File: src/rtl/dmem_pkg.sv
// Shared types for the data-memory load/store unit: FSM states, funct3 codes,
// access size and byte-enable generation.
package dmem_pkg;

  typedef enum logic [1:0] {IDLE, REQ, WAIT, DONE} lsu_state_t;

  localparam logic [2:0] F3_B  = 3'b000;
  localparam logic [2:0] F3_H  = 3'b001;
  localparam logic [2:0] F3_W  = 3'b010;
  localparam logic [2:0] F3_BU = 3'b100;
  localparam logic [2:0] F3_HU = 3'b101;

  typedef enum logic [1:0] {SZ_B, SZ_H, SZ_W} lsu_size_t;

  function automatic lsu_size_t f3_size(input logic [2:0] f3);
    case (f3[1:0])
      2'b00:   return SZ_B;
      2'b01:   return SZ_H;
      default: return SZ_W;
    endcase
  endfunction

  function automatic logic [3:0] be_gen(input lsu_size_t sz, input logic [1:0] off);
    case (sz)
      SZ_B:    return 4'b0001 << off;
      SZ_H:    return 4'b0011 << {off[1], 1'b0};
      default: return 4'b1111;
    endcase
  endfunction

endpackage

File: src/rtl/dmem_lane_align.sv
// Combinational lane steering: store replication and byte enables from the core
// request, load lane extraction and sign/zero extension from the raw bus word.
module dmem_lane_align
  import dmem_pkg::*;
(
  input  logic [1:0]  i_st_off,
  input  logic [2:0]  i_st_funct,
  input  logic [31:0] i_st_wdata,
  output logic [3:0]  o_be,
  output logic [31:0] o_wdata,
  input  logic [1:0]  i_ld_off,
  input  logic [2:0]  i_ld_funct,
  input  logic [31:0] i_rdata,
  output logic [31:0] o_ld_data
);

  logic [7:0]  w_byte;
  logic [15:0] w_half;

  always_comb begin
    o_be = be_gen(f3_size(i_st_funct), i_st_off);
    case (f3_size(i_st_funct))
      SZ_B:    o_wdata = {4{i_st_wdata[7:0]}};
      SZ_H:    o_wdata = {2{i_st_wdata[15:0]}};
      default: o_wdata = i_st_wdata;
    endcase
  end

  always_comb begin
    w_byte = i_rdata[{i_ld_off, 3'b000} +: 8];
    w_half = i_ld_off[1] ? i_rdata[31:16] : i_rdata[15:0];
    case (i_ld_funct)
      F3_B:    o_ld_data = {{24{w_byte[7]}}, w_byte};
      F3_BU:   o_ld_data = {24'h0, w_byte};
      F3_H:    o_ld_data = {{16{w_half[15]}}, w_half};
      F3_HU:   o_ld_data = {16'h0, w_half};
      default: o_ld_data = i_rdata;
    endcase
  end

endmodule

File: src/rtl/dmem_lsu.sv
// Load/store unit: one bus transaction per request, min 3 cycles to DONE, stalls core while REQ/WAIT.
// Optional bus watchdog under DMEM_TIMEOUT_EN; otherwise waits on the bus indefinitely.
module dmem_lsu
  import dmem_pkg::*;
#(
  parameter int XLEN           = 32,
  parameter int TIMEOUT_CYCLES = 255
) (
  input  logic            clk,
  input  logic            reset,
  input  logic            mem_rd,
  input  logic            mem_wr,
  input  logic [XLEN-1:0] mem_addr,
  input  logic [XLEN-1:0] mem_wdata,
  input  logic [2:0]      mem_funct,
  output logic [XLEN-1:0] mem_rdata,
  output logic            mem_stall,
  output logic            mem_misalign,
  output logic            mem_fault,
  output logic            bus_req_valid,
  input  logic            bus_req_ready,
  output logic            bus_we,
  output logic [XLEN-1:0] bus_addr,
  output logic [3:0]      bus_be,
  output logic [XLEN-1:0] bus_wdata,
  input  logic            bus_rsp_valid,
  input  logic [XLEN-1:0] bus_rdata,
  input  logic            bus_err
);

  lsu_state_t  r_state;
  logic [1:0]  r_off;
  logic [2:0]  r_funct;

  logic        w_req, w_legal_f3, w_misal, w_accept, w_tmo;
  logic [3:0]  w_be;
  logic [31:0] w_wdata, w_ld_data, w_cap_data;

  assign w_req = mem_rd | mem_wr;

  always_comb begin
    w_legal_f3 = 1'b0;
    case (mem_funct)
      F3_B, F3_H, F3_W: w_legal_f3 = 1'b1;
      F3_BU, F3_HU:     w_legal_f3 = ~mem_wr;
      default:          w_legal_f3 = 1'b0;
    endcase
  end

  assign w_misal  = ((f3_size(mem_funct) == SZ_H) & mem_addr[0]) |
                    ((f3_size(mem_funct) == SZ_W) & (mem_addr[1:0] != 2'b00));
  assign w_accept = (r_state == IDLE) & w_req & ~(mem_rd & mem_wr) & w_legal_f3 & ~w_misal;

  assign mem_stall = w_accept | (r_state == REQ) | (r_state == WAIT);

  dmem_lane_align u_align (
    .i_st_off   (mem_addr[1:0]),
    .i_st_funct (mem_funct),
    .i_st_wdata (mem_wdata),
    .o_be       (w_be),
    .o_wdata    (w_wdata),
    .i_ld_off   (r_off),
    .i_ld_funct (r_funct),
    .i_rdata    (bus_rdata),
    .o_ld_data  (w_ld_data)
  );

  // Stores and errored responses both hand back zero.
  assign w_cap_data = (bus_err | bus_we) ? 32'h0 : w_ld_data;

`ifdef DMEM_TIMEOUT_EN
  localparam int TW = $clog2(TIMEOUT_CYCLES + 1);
  logic [TW-1:0] r_tmo;

  assign w_tmo = (r_tmo == TW'(TIMEOUT_CYCLES));

  always_ff @(posedge clk) begin
    if (!reset || !((r_state == REQ) || (r_state == WAIT))) r_tmo <= '0;
    else                                                    r_tmo <= r_tmo + 1'b1;
  end
`else
  logic w_unused_tmo;
  assign w_tmo        = 1'b0;
  assign w_unused_tmo = (TIMEOUT_CYCLES == 0);
`endif

  always_ff @(posedge clk) begin
    if (!reset) begin
      r_state       <= IDLE;
      r_off         <= 2'b00;
      r_funct       <= 3'b000;
      bus_req_valid <= 1'b0;
      bus_we        <= 1'b0;
      bus_addr      <= '0;
      bus_be        <= 4'b0000;
      bus_wdata     <= '0;
      mem_rdata     <= '0;
      mem_misalign  <= 1'b0;
      mem_fault     <= 1'b0;
    end else begin
      mem_misalign <= 1'b0;
      mem_fault    <= 1'b0;
      case (r_state)
        IDLE: begin
          if (w_req) begin
            if ((mem_rd & mem_wr) | ~w_legal_f3) begin
              mem_fault <= 1'b1;
            end else if (w_misal) begin
              mem_misalign <= 1'b1;
            end else begin
              r_off         <= mem_addr[1:0];
              r_funct       <= mem_funct;
              bus_we        <= mem_wr;
              bus_addr      <= {mem_addr[XLEN-1:2], 2'b00};
              bus_be        <= w_be;
              bus_wdata     <= w_wdata;
              bus_req_valid <= 1'b1;
              r_state       <= REQ;
            end
          end
        end
        REQ: begin
          if (bus_req_ready) begin
            bus_req_valid <= 1'b0;
            if (bus_rsp_valid) begin
              mem_rdata <= w_cap_data;
              mem_fault <= bus_err;
              r_state   <= DONE;
            end else begin
              r_state <= WAIT;
            end
          end else if (w_tmo) begin
            bus_req_valid <= 1'b0;
            mem_rdata     <= '0;
            mem_fault     <= 1'b1;
            r_state       <= DONE;
          end
        end
        WAIT: begin
          if (bus_rsp_valid) begin
            mem_rdata <= w_cap_data;
            mem_fault <= bus_err;
            r_state   <= DONE;
          end else if (w_tmo) begin
            mem_rdata <= '0;
            mem_fault <= 1'b1;
            r_state   <= DONE;
          end
        end
        default: r_state <= IDLE;
      endcase
    end
  end

endmodule
File: config.mk
export PLATFORM = sky130hd
export DESIGN_NAME = dmem_lsu
export DESIGN_NICKNAME = d
export VERILOG_FILES = /design/src/rtl/dmem_pkg.sv /design/src/rtl/dmem_lane_align.sv /design/src/rtl/dmem_lsu.sv
export SDC_FILE = /design/constraint.sdc
export NUM_CORES = 1
export LEC_CHECK = 0
export CAP_MARGIN = 10
export CORE_ASPECT_RATIO = 1.4
export CORE_UTILIZATION = 40
export DETAILED_ROUTE_END_ITERATION = 7
export GPL_ROUTABILITY_DRIVEN = 0
export GPL_TIMING_DRIVEN = 0
export PLACE_DENSITY_LB_ADDON = 0.15
export SETUP_SLACK_MARGIN = 0.2
export SLEW_MARGIN = 40
export SYNTH_ARGS = -nofsm -noshare
export SYNTH_HDL_FRONTEND = slang
export SYNTH_SLANG_ARGS = --single-unit
File: constraint.sdc
create_clock -name clk -period 6.2 [get_ports clk]
set_clock_uncertainty 0.2 [all_clocks]
set_input_delay 1.24 -clock clk [delete_from_list [all_inputs] [get_ports clk]]
set_output_delay 1.24 -clock clk [all_outputs]
set_load 0.01 [all_outputs]
==> reports/qor.yml, run 1 <==
setup_repair_after_global_routing_missed_its_margin: "no"
holdCritPathClass: "reg -> reg"
routed_wl_per_cell_um: 18.05
synth.area.top_cells: "dfxtp_1 43%, a21oi_1 8.2%, o21ai_0 7.3%, mux2i_1 6.4%, nand3_1 5.1%"
number_of_enable_type_register_cells_in_the_synthesized_netlist: 0
regArea_um2: 2182
number_of_vias_in_the_routed_layout: 5384
power.switching_fraction: 0.3083
area_delta_synth_final_pct: 50.17
total_power_uw: 1839
ant_nets: 0
mappedNetlistArea_um2: 5020
finalCriticalPeriod_ns: 4.951
grt_pass1_wl_um: 26790
seqPwrFrac: 0.427
placeableCoreArea_um2: 12310
yosys.area_share.simple: 0.1281
num_io_pins: 211
postSynthAreaPerCell_um2: 8.581
fraction_of_final_layout_cells_with_drive_strength_greater_than_1: 0.03594
pre_cts_ws_ns: 1.233
p_leak_uw: 0.002655
synthXorXnorAreaFrac: 0.001745
clock_latency_ns: 0.35
yosys.area_share.adder: 0.009970
remaining_drc_errors: 0
grt_pass1_vias: 5270
floorplan.die_area_um2: 13010
ys_seq_elements: 109
status: "complete, no violations"
slew_viol_final: 0
n_antenna_cell: 0
irDropWorstVdd_v: 0.0001326
dpl_cell_area_um2: 7263
yosys-top-cells-count: "109 x dfxtp_1, 82 x a21oi_1, 73 x o21ai_0"
postSynth.topFlopCell: "dfxtp_1"
max_clock_freq_mhz: 202.0
internal_power_uw: 1272
yosysWarningCount: 0
ctsHtreeMaxLevel: 3
synth_compound_area_frac: 0.2984
setup_viol: 0
crit_path_max_fanout: 9
fin_area_um2: 7538
cts_sinks: 109
post-synth-top-area-fraction: 0.4347
synth-async-reset-ratio: 0
crit_required_ns: 4.76
worstSetupEndpointType: "primary output"
via_density_per_instance: 5.626
core.rowCount: 48
fill_cells: 1107
fp.dieH_um: 134.6
min_period_over_period: 0.7985
postCtsHoldBufs: 0
cts_root_buffer: "clkbuf_16"
initial_antenna_violation_count: 0
area_used_by_multi_input_combinational_logic_um2: 2572
power_density_nw_per_um2: 244.0
tritoncts_clock_tree: "yes"
track_usage: 0.2589
cts_resized: 0
synthMuxAreaShare: 0.07278
finalSetupTns_ns: 0
clock_power_share: 0.299
postCtsSetupRepairBufs: 0
synth_seq_area_share: 0.4347
synth_most_common_cell: "dfxtp_1"
cts.path.max_buffers: 2
fin_nets: 912
dominant_combinational_cell_family_by_area_after_synthesis: "compound AO/OA/AOI/OAI gates"
netlist.top_cell.by_area: "dfxtp_1"
place_hpwl_um: 13440
switchingPower_uw: 567.1
timing_worst_slew_pin_value_ns: 0.8206
first_iter_violations: 190
layout_setup_ws_ns: 1.249
max-slew-margin-rel: 0.4529
grt_overflow_total: 0
pwr-share-comb: 0.274
die_width_um: 96.68
worstSetupPathType: "in -> out"
first_pass_iters: 5
clk_pin_slew_ns: 0.07
report.final.hold_viol_count: 0
worst_setup_path_start_kind: "primary input"
cts-buffers-inserted: 9
timing.max_cap.violations: 0
port_buffers: 205
pin_count_of_the_biggest_net_entering_global_routing: 19
yosys.cell_types.count: 43
floorplan.initialDensity: 0.4077
wirelength_um: 17270
critical_path_arrival_ns: 3.51
synthCells: 585
## logic make-up after synthesis
logic type                 after synthesis
buffers and inverters                   68
AOI/OAI and AO/OA                      237
and+or+nand+nor                        130
muxes                                   35
other                                    1
adders and majority gates                4
xor gates and xnor gates                 1
DFF                                    109
## power by group through the flow
stage	clock network, uW	logic, uW	registers [uW]
finish	549	505	785
global route	584	546	791
CTS	551	505	785
detailed placement	0	503	801
global placement	0	493	799
floorplan	0	230	820
## flip-flops by register name, indices dropped and copies added, names as in the netlist
signal         count
mem_fault          1
mem_rdata         32
bus_we             1
r_state            2
bus_addr          30
r_off              2
bus_req_valid      1
r_funct            3
bus_be             4
bus_wdata         32
mem_misalign       1
## worst paths after layout
path	endpoint	slack, ns	from	depth (start not counted)
setup / recovery	mem_stall	1.25	mem_wr	6
hold / removal	mem_rdata[2]	0.26	mem_rdata[2]	2
setup reg to reg	mem_rdata[22]	3.47	r_state[1]	6
hold reg to reg	mem_rdata[2]	0.26	mem_rdata[2]	2
## layer usage
layer  GRT usage  routed length [um]
met1      0.2795                6622
met2      0.4519                8620
met3     0.06315                1094
met4      0.1667                 933
met5           0                   0
## placed cells by master, fill, tap and decap left out, drive strengths merged, types with 11 or more instances in the layout
master,Yosys,routed
clkdlybuf4s50,0,205
dfxtp,109,109
a21oi,82,82
o21ai,73,73
clkbuf,48,57
nand3,51,51
nand2,38,38
mux2i,32,32
nand2b,22,22
a22o,17,17
a311oi,11,11
## per-stage QoR
stage,hold slack (ns),utilization,instances
2_1_floorplan,0.2709,-,586
3_3_place_gp,0.2464,0.5899,941
3_5_place_dp,0.2493,0.5899,941
4_1_cts,0.2645,0.6123,957
5_1_grt,0.2787,0.6123,957
6_report,0.2635,0.6123,957
## area by class of cell
cell class / count / share of cell area
clock inverters: 7 / 0.006639
flip-flops and latches: 109 / 0.2895
plain buffers: 58 / 0.03071
well taps: 150 / 0.02490
inverters: 10 / 0.004979
repair buffers: 205 / 0.2722
multi-input cells: 409 / 0.3412
clock buffers: 9 / 0.02988
## critical path, stage by stage
cell	delay [ns]
clkdlybuf4s50_1	0.52
nand2b_1	0.27
a2111o_1	0.60
nor2_1	0.22
or3_1	0.14
clkdlybuf4s50_1	0.53
No activity file was read; power rests on OpenSTA's default activity.
==> inputs of run 2 (changes only) <==
Settings changed: CORE_UTILIZATION 40 to 39.
Clock period 6.2 ns to 4.54 ns, I/O delays scaled along.
==> reports/qor.yml, run 2 (synthesis results as in run 1) <==
status: "finished, violations left"
failed_checks: "design-rule violations"
die_width_um: 97.89  # +1.2%
fin_nets: 913  # +0.11%
tritoncts_clock_tree: "yes"
floorplan.initialDensity: 0.4038  # -0.003939
critPathCapture: "mem_stall"
floorplan.die_area_um2: 13340  # +2.5%
initial_antenna_violation_count: 0  # unchanged
fp.dieH_um: 136.2  # +1.3%
crit_required_ns: 3.43  # -1.33 ns
finalCriticalPeriod_ns: 4.098
setup_viol: 0  # unchanged
worstSetupPathType: "in -> out"
slowest_stage: "clkdlybuf4s50_1"
crit_cells: 7  # +1
clock_latency_ns: 0.34  # about the same
critical-path-max-stage-delay_ns: 0.62  # +0.02 ns
min_period_over_period: 0.9026
worst-path-buf-inv: 3  # +1
most_common_library_cell_in_the_layout_ignoring_fill_and_taps: "clkdlybuf4s50_1"
setup_repair_after_global_routing_missed_its_margin: "no"
first_iter_violations: 226  # +19%
track_usage: 0.2570  # -0.001916
port_buffers: 205  # unchanged
finalSetupTns_ns: 0  # unchanged
crit-reg2reg-launch: "r_state[1]"
routed_wl_per_cell_um: 18.15  # +0.60%
worst_setup_path_startpoint: "mem_addr[0]"
clk_pin_slew_ns: 0.07  # about the same
wirelength_um: 17390  # +0.70%
grt_pass1_vias: 5466  # +3.7%
worst_setup_path_start_kind: "primary input"
area_delta_synth_final_pct: 50.90
ff2ff_path_depth: 7  # +1
first_pass_iters: 8  # +3
ctsHtreeMaxLevel: 3  # unchanged
max-slew-margin-rel: 0.5345  # +0.08160
worstSetupEndpointType: "primary output"
report.final.hold_viol_count: 0  # unchanged
placeableCoreArea_um2: 12430  # +0.98%
irDropWorstVdd_v: 0.0002218  # +67%
fraction_of_final_layout_cells_with_drive_strength_greater_than_1: 0.04084  # +0.004906
cts-buffers-inserted: 9  # unchanged
n_antenna_cell: 0  # unchanged
place_hpwl_um: 13560  # +0.88%
max_clock_freq_mhz: 244.0
cts_root_buffer: "clkbuf_16"
critical_path.most_common_cell: "clkdlybuf4s50_1"
timing_worst_slew_pin_value_ns: 0.6982  # -0.1224 ns
critical_path_arrival_ns: 2.99  # -0.52 ns
ant_nets: 0  # unchanged
cts.path.max_buffers: 2  # unchanged
fill_cells: 1114  # +0.63%
grt_pass1_wl_um: 27170  # +1.4%
core.rowCount: 48  # unchanged
worst_path_dominant_cell_family: "buffers and inverters"
area_used_by_multi_input_combinational_logic_um2: 2579  # +0.24%
p_leak_uw: 0.002675  # +0.73%
remaining_drc_errors: 15  # +15
critical_path.cell_chain: "clkdlybuf4s50_1, a21o_1, o21a_1, clkbuf_2, nor2_2, or3_1, clkdlybuf4s50_1"
pin_count_of_the_biggest_net_entering_global_routing: 19  # unchanged
worst-r2r-setup-slack_ns: 1.91  # -1.56 ns
regArea_um2: 2182  # unchanged
grt_overflow_total: 0  # unchanged
holdCritPathClass: "reg -> reg"
cts_sinks: 109  # unchanged
biggest_registers_after_layout: "bus_wdata x32, mem_rdata x32, bus_addr x30"
number_of_vias_in_the_routed_layout: 5367  # -0.32%
num_io_pins: 211  # unchanged
via_density_per_instance: 5.602  # -0.42%
rr_endpoint: "mem_rdata[23]"
slew_viol_final: 0  # unchanged
timing.max_cap.violations: 0  # unchanged
power_density_nw_per_um2: 335.8  # +38%
total_power_uw: 2543  # +38%
layout_common_cells: "205 x clkdlybuf4s50_1, 109 x dfxtp_1, 81 x a21oi_1, 73 x o21ai_0, 51 x nand3_1"
crit_path_max_fanout: 10  # +1
[run 2: cell count changes in the layout (fill, tap and decap cells not counted)]
cell,before,now
a21oi_2,0,1
a21oi_1,82,81
buf_4,2,3
inv_6,1,0
clkbuf_8,0,2
clkinv_2,2,0
clkbuf_1,48,47
inv_8,0,1
clkinvlp_4,3,2
clkbuf_2,0,1
nor2_1,4,3
nor2_2,0,1
clkinv_4,1,2
[run 2: per-layer routing]
| metal | global-route usage | wire length (um) | vias to the layer above |
|---|---|---|---|
| met5 | 0 | 0 | - |
| met3 | 0.06478 | 1363 | 35 |
| met1 | 0.2739 | 6508 | 2519 |
| met4 | 0.1288 | 582 | 0 |
| met2 | 0.4683 | 8936 | 225 |
| li1 | - | - | 2588 |
[run 2: through the flow]
step	std cells	util	hold slack, ns	area (um^2)	setup slack (ns)
floorplan	586	-	0.2709	5024	1.396
global placement	941	0.5842	0.2421	7263	0.2007
detailed placement	941	0.5842	0.2536	7263	0.1732
CTS	957	0.6083	0.2635	7562	0.2092
global route	958	0.6093	0.2826	7575	0.3638
finish	958	0.6093	0.2584	7575	0.4423
[run 2: area by class of cell]
type	count	area share
buffer	58	0.03072
multi-input combinational	409	0.3404
inverter	10	0.004955
tap	150	0.02478
sequential	109	0.2881
clock buffer	11	0.03337
timing repair buffer	206	0.2719
clock inverter	5	0.005781
[run 2: report_power, final]
part / internal, uW / switching [uW]
Clock: 409 / 367
Combinational: 336 / 358
Sequential: 1030 / 43.2
Total: 1770 / 768
[run 2: worst min-delay path by stage]
| stage | cells after the start | to | from |
|---|---|---|---|
| floorplan | 2 | r_state[1] | r_state[1] |
| global placement | 2 | mem_rdata[5] | mem_rdata[5] |
| detailed placement | 2 | mem_rdata[3] | mem_rdata[3] |
| CTS | 2 | mem_rdata[3] | mem_rdata[3] |
| global route | 2 | mem_rdata[6] | mem_rdata[6] |
| finish | 2 | mem_rdata[3] | mem_rdata[3] |
[run 2: worst min-delay path, delay by kind of cell, from the launching register on]
kind | cells | cell delay, ns
DFF | 1 | 0.31
and+or+nand+nor | 1 | 0.05
AOI/OAI and AO/OA | 1 | 0.05
[run 2: timing repair]
item,CTS,global route
pin swaps,0,1
cloned,0,0
gates resized for setup,1,2
hold buffers,0,0
setup buffers,0,1
setup endpoints to repair,1,1
